## src/rtl/timekeeper_ctrl.sv

```systemverilog
// Restart sequencer and event counter for the timekeeper tick generator.
// Turns each sticky tick into one counted event, with compare/irq and a word-addressed register port.
module timekeeper_ctrl #(
   parameter int          CountBits    = 32,
   parameter logic [31:0] CompareReset = 32'hFFFF_FFFF
) (
   input  logic        clk,
   input  logic        res,
   input  logic        tk_tick,
   output logic        tk_res,
   input  logic        sel,
   input  logic        we,
   input  logic [1:0]  addr,
   input  logic [31:0] wdata,
   output logic [31:0] rdata,
   output logic        ack,
   output logic        irq
);

   // state   | meaning
   // IDLE    | disabled, timekeeper held in reset
   // RESTART | one-cycle timekeeper reset, stale tick ignored
   // WAIT    | timekeeper running, waiting for tick
   typedef enum logic [1:0] {
      ST_IDLE    = 2'd0,
      ST_RESTART = 2'd1,
      ST_WAIT    = 2'd2
   } state_t;

   state_t state_q, state_d;

   logic [CountBits-1:0] count_q;
   logic [CountBits-1:0] compare_q;
   logic [2:0]           ctrl_q;
   logic                 pending_q;
   logic                 overflow_q;
   logic                 inc;

   logic en, autoreload, irq_en;
   assign en         = ctrl_q[0];
   assign autoreload = ctrl_q[1];
   assign irq_en     = ctrl_q[2];

   always_ff @(posedge clk or negedge res) begin
      if (!res) state_q <= ST_IDLE;
      else      state_q <= state_d;
   end

   always_comb begin
      state_d = state_q;
      tk_res  = 1'b1;
      inc     = 1'b0;
      case (state_q)
         ST_IDLE:    if (en) state_d = ST_RESTART;
         ST_RESTART: state_d = ST_WAIT;
         ST_WAIT: begin
            tk_res = 1'b0;
            if (tk_tick) begin
               inc     = 1'b1;
               state_d = ST_RESTART;
            end
         end
         default:    state_d = ST_IDLE;
      endcase
      // Disabling overrides everything, including a tick arriving this cycle.
      if (!en) begin
         state_d = ST_IDLE;
         inc     = 1'b0;
      end
   end

   logic wr_count, wr_compare, wr_ctrl, wr_status;
   assign wr_count   = sel && we && (addr == 2'd0);
   assign wr_compare = sel && we && (addr == 2'd1);
   assign wr_ctrl    = sel && we && (addr == 2'd2);
   assign wr_status  = sel && we && (addr == 2'd3);

   logic [CountBits-1:0] count_next;
   logic                 hit, ovf_set;
   assign count_next = count_q + CountBits'(1);
   assign hit        = inc && (count_next == compare_q);
   assign ovf_set    = inc && (&count_q);

   logic [31:0] rd_mux;
   always_comb begin
      rd_mux = 32'd0;
      case (addr)
         2'd0: rd_mux = 32'(count_q);
         2'd1: rd_mux = 32'(compare_q);
         2'd2: rd_mux = {29'd0, ctrl_q};
         2'd3: rd_mux = {30'd0, overflow_q, pending_q};
         default: rd_mux = 32'd0;
      endcase
   end

   always_ff @(posedge clk or negedge res) begin
      if (!res) begin
         count_q    <= '0;
         compare_q  <= CompareReset[CountBits-1:0];
         ctrl_q     <= 3'd0;
         pending_q  <= 1'b0;
         overflow_q <= 1'b0;
         irq        <= 1'b0;
         rdata      <= 32'd0;
         ack        <= 1'b0;
      end else begin
         if (wr_count)
            count_q <= wdata[CountBits-1:0];
         else if (inc)
            count_q <= (hit && autoreload) ? '0 : count_next;
         if (wr_compare) compare_q <= wdata[CountBits-1:0];
         if (wr_ctrl)    ctrl_q    <= wdata[2:0];
         // Hardware set beats a simultaneous write-1-to-clear.
         pending_q  <= hit     | (pending_q  & ~(wr_status & wdata[0]));
         overflow_q <= ovf_set | (overflow_q & ~(wr_status & wdata[1]));
         irq        <= pending_q & irq_en;
         ack        <= sel;
         if (sel) rdata <= rd_mux;
      end
   end

endmodule

```

## config.mk

```make
export PLATFORM = sky130hd
export DESIGN_NAME = timekeeper_ctrl
export DESIGN_NICKNAME = d
export VERILOG_FILES = /design/src/rtl/timekeeper_ctrl.sv
export SDC_FILE = /design/constraint.sdc
export NUM_CORES = 1
export LEC_CHECK = 0
export ABC_AREA = 1
export BUFFER_PORTS_ARGS = -buffer_cell sky130_fd_sc_hd__buf_2
export CAP_MARGIN = 20
export CELL_PAD_IN_SITES_DETAIL_PLACEMENT = 1
export CELL_PAD_IN_SITES_GLOBAL_PLACEMENT = 2
export CORE_AREA = 2 2 146 148
export DETAILED_ROUTE_END_ITERATION = 6
export DIE_AREA = 0 0 148 150
export GPL_TIMING_DRIVEN = 0
export MAX_ROUTING_LAYER = met4
export PLACE_DENSITY = 0.81
export SLEW_MARGIN = 20
export SYNTH_ARGS = -nofsm -noshare
export SYNTH_HDL_FRONTEND = slang
export SYNTH_SLANG_ARGS = --single-unit
```

## constraint.sdc

```tcl
create_clock -name clk -period 3.98 [get_ports clk]
set_input_delay 0.796 -clock clk [delete_from_list [all_inputs] [get_ports clk]]
set_output_delay 0.796 -clock clk [all_outputs]
set_load 0.005 [all_outputs]
```

Word-level counts from Yosys, hierarchy flattened
Cells that the tools add are included.
{"block": "totals", "output_inout_bits": 35, "register_bits": 105, "input_bits": 39}
{"block": "op_classes", "reduce_logical": 12, "bitwise_logic": 9, "addsub": 1, "eq_ne": 7, "muxes": 11}
{"operator": "case mux 32 bit (4 select lines)", "count": 1}
{"operator": "2-to-1 mux 32 bit", "count": 3}
{"operator": "adder 32 x 1 -> 32 bit, second input constant", "count": 1}
{"operator": "== test 32 bit", "count": 1}
{"operator": "AND reduction 32 bit", "count": 1}
{"operator": "logical AND 1 bit", "count": 8}
{"operator": "== test 2 bit, second input constant", "count": 3}
{"operator": "case mux 2 bit (3 select lines)", "count": 1}
{"operator": "bitwise AND 1 bit", "count": 5}
{"operator": "== test 2 x 1 -> 1 bit, second input constant", "count": 2}
{"operator": "logical NOT 2 bit", "count": 2}
{"operator": "2-to-1 mux 1 bit", "count": 4}
{"operator": "2-to-1 mux 2 bit", "count": 2}
{"operator": "inequality test 3 bit, second input constant", "count": 1}
{"operator": "NOT 1 bit", "count": 2}
{"operator": "bitwise OR 1 bit", "count": 2}
{"operator": "nonzero test 2 bit", "count": 1}

Longest topological paths before layout
Gate-level depths: netlist of run 1.
{"block": "depth", "depth_word": 8, "depth_mapped": 18}

Least setup slack after synthesis of run 1
No wires, ideal clock.
{"block": "synth_timing", "path_type": "register -> register", "startpoint": "register count_q[0]", "endpoint": "register count_q[24]", "period_less_slack_ns": 2.215, "slack_ns": 1.765, "setup_ns": 0.117, "required_time_ns": 3.863, "path_buffers": 1, "t_arrival_ns": 2.099, "path_stages_with_launch": 16, "path_cell_list": "dfrtp_1 ha_1 nand2_2 nor2_4 nand2_4 nor2_4 nand2_2 nand2_1 nand3b_1 nand2_1 nand3_1 nor3_4 nand3_4 buf_6 nand2_1 nand2_1"}
{"block": "synth_via", "elab_chain_len": 7}
{"item": "from (decl)", "line": "32", "text": "logic [CountBits-1:0] count_q;"}
{"item": "from (signal assigned)", "line": "108", "text": "count_q <= wdata[CountBits-1:0];"}
{"item": "from (signal assigned)", "line": "110", "text": "count_q <= (hit && autoreload) ? '0 : count_next;"}
{"item": "adder 32 x 1 -> 32 bit *", "line": "80", "text": "assign count_next = count_q + CountBits'(1);"}
{"item": "== test 32 bit", "line": "81", "text": "assign hit = inc && (count_next == compare_q);"}
{"item": "logical AND 1 bit", "line": "81"}
{"item": "logical AND 1 bit", "line": "110"}
{"item": "2-to-1 mux 32 bit *", "line": "110"}
{"item": "2-to-1 mux 32 bit *", "line": "109", "text": "else if (inc)"}
{"item": "2-to-1 mux 32 bit *", "line": "107", "text": "if (wr_count)"}
Every way passes the cells marked *; elsewhere a longest branch is shown, timed or not. The select of a mux whose other input is x is not followed.
A chain may end at the register's enable or synchronous reset.

Final worst setup path of run 1
{"block": "layout_timing", "startpoint": "register count_q[0]", "endpoint": "register count_q[29]"}
The elaborated chain is that of the path after synthesis.

==> impl_metrics.yaml, run 1 <==
sta:
  tightest_slew_ns: 0.753
  fin_skew_ns: 0.0165
  rsz0062_at_grt: "false"
  max_slew_margin: 0.498
  fin_tns_setup_ns: 0
  period_share: 0.781
  fmax_mhz: 322
  whs_ns: 0.338
  setup_violations: 0
  finalCriticalPeriod_ns: 3.11
  hold_violations: 0
  slew_violations: 0
synth:
  ys_types: 29
  yosys.area.top_type: "dfrtp_1"
  syn-instance-count: 993
  syn_area_per_cell_sq_um: 6.58
  synth_top_area_share: 0.280
  netlist_area_sq_mm: 0.00653
  synth_fp_nets: 1033
  yosys_warnings: 0
  seq_area_frac_synth: 0.409
  ys_ff_latch: 105
  synthFlopType: "dfrtp_1"
  synth_area_leaders: "dfrtp_1 28%, nand2_1 20%, dfstp_2 13%, inv_1 8.3%, a21oi_1 6.1%"
  synthArstFlopShare: 1.00
  synth-edff-count: 0
setup_path:
  rr_worst_depth: 17
  worst-path-max-fanout: 10
  r2r_start: "count_q[0]$_DFFE_PN0P_"
  crit_path_start_kind: "flop"
  arrival_ns: 3.37
  reg2reg_setup_slack_ns: 0.87
  end_kind: "flop"
  reg2reg_to: "count_q[29]$_DFFE_PN0P_"
  critPathRequiredTime_ns: 4.24
  criticalPathCategory: "flop to flop"
cts:
  htree_levels: 3
  insertion_delay_ns: 0.37
  root_buffer: "clkbuf_16"
  cts.sinks: 105
  cts_inserted_buffers: 9
  cts_buffer_depth: 2
  tritoncts: "built"
  clk_pin_slew_ns: 0.08
  ctsHoldBuffers: 0
  cts_resized: 0
  cts_setup_buffers: 0
power_and_ir_drop:
  p_leak_nw: 3.77
  ir_drop_v: 0.000224
  powerDensity_mw_per_mm2: 477
detailed_routing:
  ant_nets: 0
  vias: 6686
  initialDrtViolationCount: 303
  drc: 0
  wl_per_cell_microns: 17.4
  vias_per_cell: 4.93
  routed_wl_microns: 23600
  first_pass_iters: 5
floorplanning:
  die_x_microns: 148
  die_y_microns: 150
  start_util: 0.316
  row_count: 53
  ioPinCount: 74
  core_area_sq_mm: 0.0207
  dieArea_sq_mm: 0.0222
cells_and_area:
  area_growth_pct: 16.1
  nNetsFinal: 1117
  utilization: 0.366
  layout-drive-gt1-share: 0.135
  diodes: 0
global_routing:
  grt_pass1_wl_microns: 38100
  grt_usage: 0.230
  grt_max_degree: 66
  grt_overflow: 0
  antenna_found_initial: 0
  grt_pass1_vias: 6827
status:
  outcome: "completed"
min_path:
  holdCritPathClass: "input port to async pin"
run:
  max_cap_viol_count: 0
placed_design:
  gp_congestion: 0.891
  post-dp-hpwl_microns: 18000
  port_buffers: 72
## report_power, final
part,switching (mW),internal [mW]
Sequential,0.295,1.33
Clock,0.447,0.527
Combinational,0.645,0.376
Total,1.39,2.23
## cell usage after synthesis (2+ instances only)
cell and number:
nand2_1 342, inv_1 145, nor2_1 100, a21oi_1 79, dfrtp_1 73, nand3_1 71
o21ai_0 41, dfstp_2 32, o22ai_1 31, clkbuf_1 29, nand3b_1 9, nand4_1 6
nor2_2 6, nor2_4 5, nand2_2 4, buf_6 3, inv_2 3, nand2_4 2
nor3_1 2
## cells by family (layout without fill, tap and decap cells)
group,Yosys count,count (layout),synth area share
flops,105,105,0.409
compound gates,155,155,0.126
simple gates,550,550,0.354
buf+inv,180,269,0.107
xor+xnor,2,2,0.00268
fa+ha+maj,1,1,0.00192
## flip-flops by register name (all words and copies together), names as in the netlist
| name | count |
|---|---|
| irq | 1 |
| count_q | 32 |
| overflow_q | 1 |
| rdata | 32 |
| state_q | 2 |
| pending_q | 1 |
| compare_q | 32 |
| ack | 1 |
| ctrl_q | 3 |
## layout by cell type, fill, tap and decap left out
cell type,Yosys,final
nand2_4,2,2
nor2_2,6,6
nor3_4,1,1
inv_1,145,145
o21ai_1,1,1
buf_16,0,1
clkbuf_8,0,2
clkinv_2,0,1
nand3_4,1,1
a221oi_1,1,1
xnor2_1,1,1
and2_1,1,1
nand3_1,71,71
nor3_1,2,2
clkbuf_16,0,9
ha_1,1,1
dfrtp_1,73,73
nand2_1,342,342
xor2_1,1,1
nand2_2,4,4
a41oi_1,1,1
buf_2,0,71
inv_6,0,2
o21ai_0,41,41
inv_2,3,3
nand3b_1,9,9
a31oi_1,1,1
clkbuf_1,29,29
nand4_1,6,6
a21oi_1,79,79
nor2_4,5,5
buf_6,3,4
dfstp_2,32,32
nor2_1,100,100
o22ai_1,31,31
clkinvlp_4,0,1
bufinv_16,0,1
## through the flow
step | instance area [sq um] | setup WS, ns | power (mW) | std cells
after global routing | 7580 | 0.644 | 3.90 | 1357
after CTS | 7580 | 0.862 | 3.66 | 1357
after detailed placement | 7270 | 0.885 | 2.67 | 1341
final | 7580 | 0.871 | 3.62 | 1357
after floorplan | 6530 | 1.76 | 2.27 | 993
after global placement | 7230 | 0.703 | 2.63 | 1340
## worst max path at each step
stage | start | cells after the start | to | slack, ns
floorplan | count_q[0]$_DFFE_PN0P_ | 15 | count_q[24]$_DFFE_PN0P_ | 1.76
global placement | res | 1 | state_q[0]$_DFFE_PN0P_ | 0.70
detailed placement | count_q[0]$_DFFE_PN0P_ | 17 | count_q[29]$_DFFE_PN0P_ | 0.89
CTS | count_q[0]$_DFFE_PN0P_ | 17 | count_q[29]$_DFFE_PN0P_ | 0.86
global route | count_q[0]$_DFFE_PN0P_ | 17 | count_q[3]$_DFFE_PN0P_ | 0.64
finish | count_q[0]$_DFFE_PN0P_ | 17 | count_q[29]$_DFFE_PN0P_ | 0.87
## critical path, cell delays in order, from the launching register on
cell and delay, ns:
dfrtp_1 0.44, ha_1 0.29, nand2_2 0.12, nor2_4 0.23, nand2_4 0.11, nor2_4 0.30, nand2_1 0.12, nand3_1 0.10
nand2_1 0.05, nor2_1 0.14, nand2_1 0.07, nor2_1 0.19, nand2_1 0.10, nor2_2 0.21, nand3_4 0.20, buf_6 0.21
nand2_1 0.07, nand2_1 0.06
## final cells by class
cell class / instances / area (sq um)
plain buffers: 32 / 143
clock buffers: 11 / 253
clock inverters: 5 / 60.1
fillers: 2729 / 13100
inverters: 148 / 556
multi-input cells: 708 / 3160
flip-flops and latches: 105 / 2670
well taps: 275 / 344
repair buffers: 73 / 394
## metal layers
| metal | part of all wire | global-route usage |
|---|---|---|
| met2 | 0.46 | 0.370 |
| met4 | 0.010 | 0.0462 |
| met3 | 0.027 | 0.0259 |
| met1 | 0.50 | 0.314 |
| met5 | 0 | - |
No activity file was read; power rests on OpenSTA's default activity.
==> run 2, diff against run 1 <==
- clock period: 3.98 -> 3.1 ns (I/O delays scaled with it)
==> impl_metrics.yaml, run 2 (same netlist as run 1, synthesis figures left out) <==
global_routing:
  grt_pass1_wl_microns: 38100
  grt_usage: 0.230
  grt_max_degree: 66
  antenna_found_initial: 0
  grt_overflow: 0
  grt_pass1_vias: 6827
setup_path:
  end_kind: "flop"
  slowest_stage: "dfrtp_1"
  criticalPathCategory: "flop to flop"
  worst-path-max-fanout: 10
  critPathRequiredTime_ns: 3.35
  slowest_delay_ns: 0.45
  crit_top_cell: "nand2_1"
  reg2reg_setup_slack_ns: 0.23
  crit_chain: "ha_2, nand2_2, nor2_4, nand2_4, nor2_4, nand2_1, nand3_1, nand2_1, nor2_1, nand2_1, nor2_1, nand2_1, nor2_4, nand3_4, buf_6, nand2_1, nand2_1"
  crit_path_start_kind: "flop"
  arrival_ns: 3.12
cts:
  cts.sinks: 105
  insertion_delay_ns: 0.37
  htree_levels: 3
  tritoncts: "built"
  cts_buffer_depth: 2
  cts_inserted_buffers: 9
  ctsHoldBuffers: 0
  clk_pin_slew_ns: 0.08
  root_buffer: "clkbuf_16"
floorplanning:
  dieArea_sq_mm: 0.0222
  die_x_microns: 148
  core_area_sq_mm: 0.0207
  row_count: 53
  start_util: 0.316
  die_y_microns: 150
  ioPinCount: 74
placed_design:
  port_buffers: 72
  gp_congestion: 0.891
  post-dp-hpwl_microns: 18000
  place_ws_ns: 0.00540
detailed_routing:
  routed_wl_microns: 23800
  ant_nets: 0
  initialDrtViolationCount: 268
  vias_per_cell: 4.93
  drc: 0
  first_pass_iters: 5
  vias: 6708
  wl_per_cell_microns: 17.5
cells_and_area:
  diodes: 0
  layout_commonest_cell: "nand2_1"
  nNetsFinal: 1122
  layout-drive-gt1-share: 0.143
  reg_top3: "compare_q: 32 flops, count_q: 32 flops, rdata: 32 flops"
  area_growth_pct: 17.1
  layout_common_cells: "342 x nand2_1, 145 x inv_1, 98 x nor2_1"
sta:
  setup_ws_ns: 0.228
  fin_tns_setup_ns: 0
  finalCriticalPeriod_ns: 2.87
  slew_violations: 0
  rsz0062_at_grt: "false"
  hold_violations: 0
  fmax_mhz: 348
  fin_skew_ns: 0.0152
  period_share: 0.927
  setup_violations: 0
  tightest_slew_ns: 0.770
  max_slew_margin: 0.487
power_and_ir_drop:
  powerDensity_mw_per_mm2: 610
  p_leak_nw: 3.79
  ir_drop_v: 0.000288
min_path:
  holdCritPathClass: "input port to async pin"
run:
  max_cap_viol_count: 0
status:
  outcome: "completed"
-- run 2: timing repair --
| action | CTS | global route |
|---|---|---|
| setup buffers | 0 | 5 |
| pin swaps | 1 | 3 |
| endpoints found under the setup margin | 10 | 32 |
| gates resized for setup | 0 | 7 |
-- run 2: final timing paths --
check,startpoint,endpoint,depth (start not counted)
max,count_q[0]$_DFFE_PN0P_,count_q[3]$_DFFE_PN0P_,17
min,res,rdata[13]$_DFFE_PN0P_,1
max reg2reg,count_q[0]$_DFFE_PN0P_,count_q[3]$_DFFE_PN0P_,17
min reg2reg,pending_q$_DFF_PN0_,irq$_DFF_PN0_,2
max in group asynchronous,res,compare_q[3]$_DFFE_PN1P_,2
min in group clk,sel,ack$_DFF_PN0_,1
-- run 2: power by group --
part	switching (mW)	internal, mW
Sequential	0.382	1.70
Clock	0.579	0.677
Combinational	0.837	0.487
-- run 2: critical path: cells and delay by family, from the launching register on --
family / cells / cell delay [ns]
adder cells (fa/ha/maj): 1 / 0.27
buffers and inverters: 1 / 0.20
flip-flops: 1 / 0.45
AND/OR/NAND/NOR: 15 / 1.81
-- run 2: cell type report --
class | count | area [sq um]
Sequential cell | 105 | 2670
Buffer | 32 | 143
Clock inverter | 5 | 60.1
Fill cell | 2727 | 13000
Multi-Input combinational cell | 708 | 3190
Clock buffer | 11 | 253
Tap cell | 275 | 344
Inverter | 148 | 556
Timing Repair Buffer | 78 | 432
-- run 2: metrics by stage --
step | std cells | util | power [mW] | hold WS (ns) | area (sq um)
6_report | 1362 | 0.370 | 4.67 | 0.163 | 7650
5_1_grt | 1362 | 0.370 | 5.01 | 0.187 | 7650
4_1_cts | 1357 | 0.366 | 4.70 | 0.177 | 7580
3_5_place_dp | 1341 | 0.351 | 3.42 | 0.498 | 7270
3_3_place_gp | 1340 | 0.350 | 3.38 | 0.487 | 7230
2_1_floorplan | 993 | - | 2.91 | 0.324 | 6530
-- run 2: layer usage --
metal / vias up / share of wire / track usage
met5: - / 0 / -
met4: 0 / 0.010 / 0.0462
met3: 15 / 0.030 / 0.0259
met2: 101 / 0.46 / 0.370
met1: 3287 / 0.50 / 0.314
li1: 3305 / - / -
==> run 3, diff against run 2 <==
- CTS_BUF_LIST: not set -> sky130_fd_sc_hd__clkbuf_4
==> impl_metrics.yaml, run 3 (same netlist as run 1, synthesis figures left out) <==
setup_path:
  critPathRequiredTime_ns: 3.50
  end_kind: "flop"
  criticalPathCategory: "flop to flop"
  crit_path_start_kind: "flop"
  worst-path-max-fanout: 10
  arrival_ns: 3.33
detailed_routing:
  wl_per_cell_microns: 17.4
  initialDrtViolationCount: 274
  ant_nets: 0
  route.met3.wl_microns: 654
  route.met2.wl_microns: 10900
  vias: 6727
  vias_per_cell: 4.92
  routed_wl_microns: 23800
  first_pass_iters: 5
  highest_layer: "met4"
  drc: 0
  wl_met1_microns: 11900
cells_and_area:
  fillCellCount: 2747
  layout-drive-gt1-share: 0.145
  layout_commonest_cell: "nand2_1"
  nNetsFinal: 1124
  reg_top3: "compare_q: 32 flops, count_q: 32 flops, rdata: 32 flops"
  area_growth_pct: 15.0
  stdcell_count: 1366
  layout_common_cells: "342 x nand2_1, 145 x inv_1, 98 x nor2_1"
cts:
  cts.sinks: 105
  cts_buffer_depth: 2
  tritoncts: "built"
  clk_pin_slew_ns: 0.19
  cts_inserted_buffers: 9
  insertion_delay_ns: 0.52
  htree_levels: 3
  root_buffer: "clkbuf_4"
sta:
  finalCriticalPeriod_ns: 2.93
  period_share: 0.945
  max_slew_margin: 0.504
  setup_violations: 0
  hold_violations: 0
  slew_violations: 0
  fmax_mhz: 341
  fin_skew_ns: 0.0306
  tightest_slew_ns: 0.744
power_and_ir_drop:
  p_leak_nw: 3.72
  seqPwrFrac: 0.498
  p_comb_frac: 0.316
  p_sw_frac: 0.418
  clkPwrFrac: 0.185
  p_int_mw: 2.44
  powerDensity_mw_per_mm2: 558
  ir_drop_v: 0.000268
  switchingPower_mw: 1.75
  p_total_mw: 4.19
floorplanning:
  start_util: 0.316
  core_area_sq_mm: 0.0207
  ioPinCount: 74
  dieArea_sq_mm: 0.0222
  row_count: 53
  die_x_microns: 148
  die_y_microns: 150
global_routing:
  grt_overflow: 0
  grt_pass1_vias: 6808
  antenna_found_initial: 1
  grt_pass1_wl_microns: 38000
  grt_usage: 0.229
  grt_max_degree: 66
placed_design:
  port_buffers: 72
  gp_congestion: 0.891
  placedCellCount: 1341
  post-dp-hpwl_microns: 18000
status:
  outcome: "completed"
run:
  max_cap_viol_count: 0
min_path:
  holdCritPathClass: "input port to flop"
[run 3: changes by cell type in the layout (fill, tap and decap cells not counted), sizes merged]
cell	change
dlygate4sd3	+1
diode	+2
clkbuf	-2
clkinv	+2
buf	+1
[run 3: layer usage]
metal / vias to the layer above / track usage
li1: 3309 / -
met1: 3285 / 0.316
met2: 118 / 0.369
met3: 15 / 0.0204
met4: 0 / 0.0519
met5: - / -
[run 3: timing repair]
item,in CTS,in global routing
hold buffers,1,0
buffers inserted,2,4
endpoints found under the hold margin,19,0
pin swaps,1,2
setup endpoints to repair,29,30
resized for setup,0,11
[run 3: cell type report]
| class | instances | area (sq um) | area share |
|---|---|---|---|
| multi-input combinational | 708 | 3190 | 0.425 |
| sequential | 105 | 2670 | 0.356 |
| inverter | 148 | 556 | 0.0740 |
| timing repair buffer | 80 | 462 | 0.0615 |
| tap | 275 | 344 | 0.0458 |
| buffer | 32 | 143 | 0.0190 |
| clock buffer | 9 | 67.6 | 0.00900 |
| clock inverter | 7 | 67.6 | 0.00900 |
| antenna | 2 | 5.00 | 0.000667 |
[run 3: stage by stage]
step                hold slack, ns  utilization  instance area (sq um)  worst slack (ns)  setup TNS, ns
finish                       0.202        0.363                   7510             0.171              0
global placement             0.487        0.350                   7230         -0.000673       -0.00424
detailed placement           0.498        0.351                   7270           0.00540              0
global route                 0.190        0.363                   7510          -0.00220       -0.00220
floorplan                    0.324            -                   6530             0.885              0
CTS                          0.176        0.359                   7430            0.0599              0
[run 3: critical path: stages (launching register included)]
cell     delay [ns]
dfrtp_1        0.47
ha_2           0.27
nand2_2        0.10
nor2_4         0.21
nand2_4        0.11
nor2_4         0.17
nand2_1        0.10
nand3_1        0.09
nand2_1        0.05
nor2_1         0.14
nand2_1        0.07
nor2_1         0.19
nand2_1        0.10
nor2_2         0.22
nand3_4        0.20
buf_6          0.21
nand2_1        0.06
nand2_1        0.06
[run 3: worst paths after layout]
path                       slack [ns]  cells past startpoint                        end                       from
max                              0.17                     17     count_q[3]$_DFFE_PN0P_     count_q[1]$_DFFE_PN0P_
min                              0.20                      1              ack$_DFF_PN0_                        sel
max reg2reg                      0.17                     17     count_q[3]$_DFFE_PN0P_     count_q[1]$_DFFE_PN0P_
min reg2reg                      0.52                      2  compare_q[24]$_DFFE_PN1P_  compare_q[24]$_DFFE_PN1P_
max in group asynchronous        1.80                      3   compare_q[3]$_DFFE_PN1P_                        res
min in group asynchronous        0.56                      2      rdata[16]$_DFFE_PN0P_                        res
[run 3: power by group through the flow]
stage / Combinational [mW] / Sequential [mW] / Clock (mW)
after global routing: 1.55 / 2.13 / 0.843
after floorplan: 0.941 / 1.97 / 0
after CTS: 1.33 / 2.08 / 0.799
after global placement: 1.27 / 2.10 / 0
final: 1.33 / 2.09 / 0.777
after detailed placement: 1.32 / 2.11 / 0
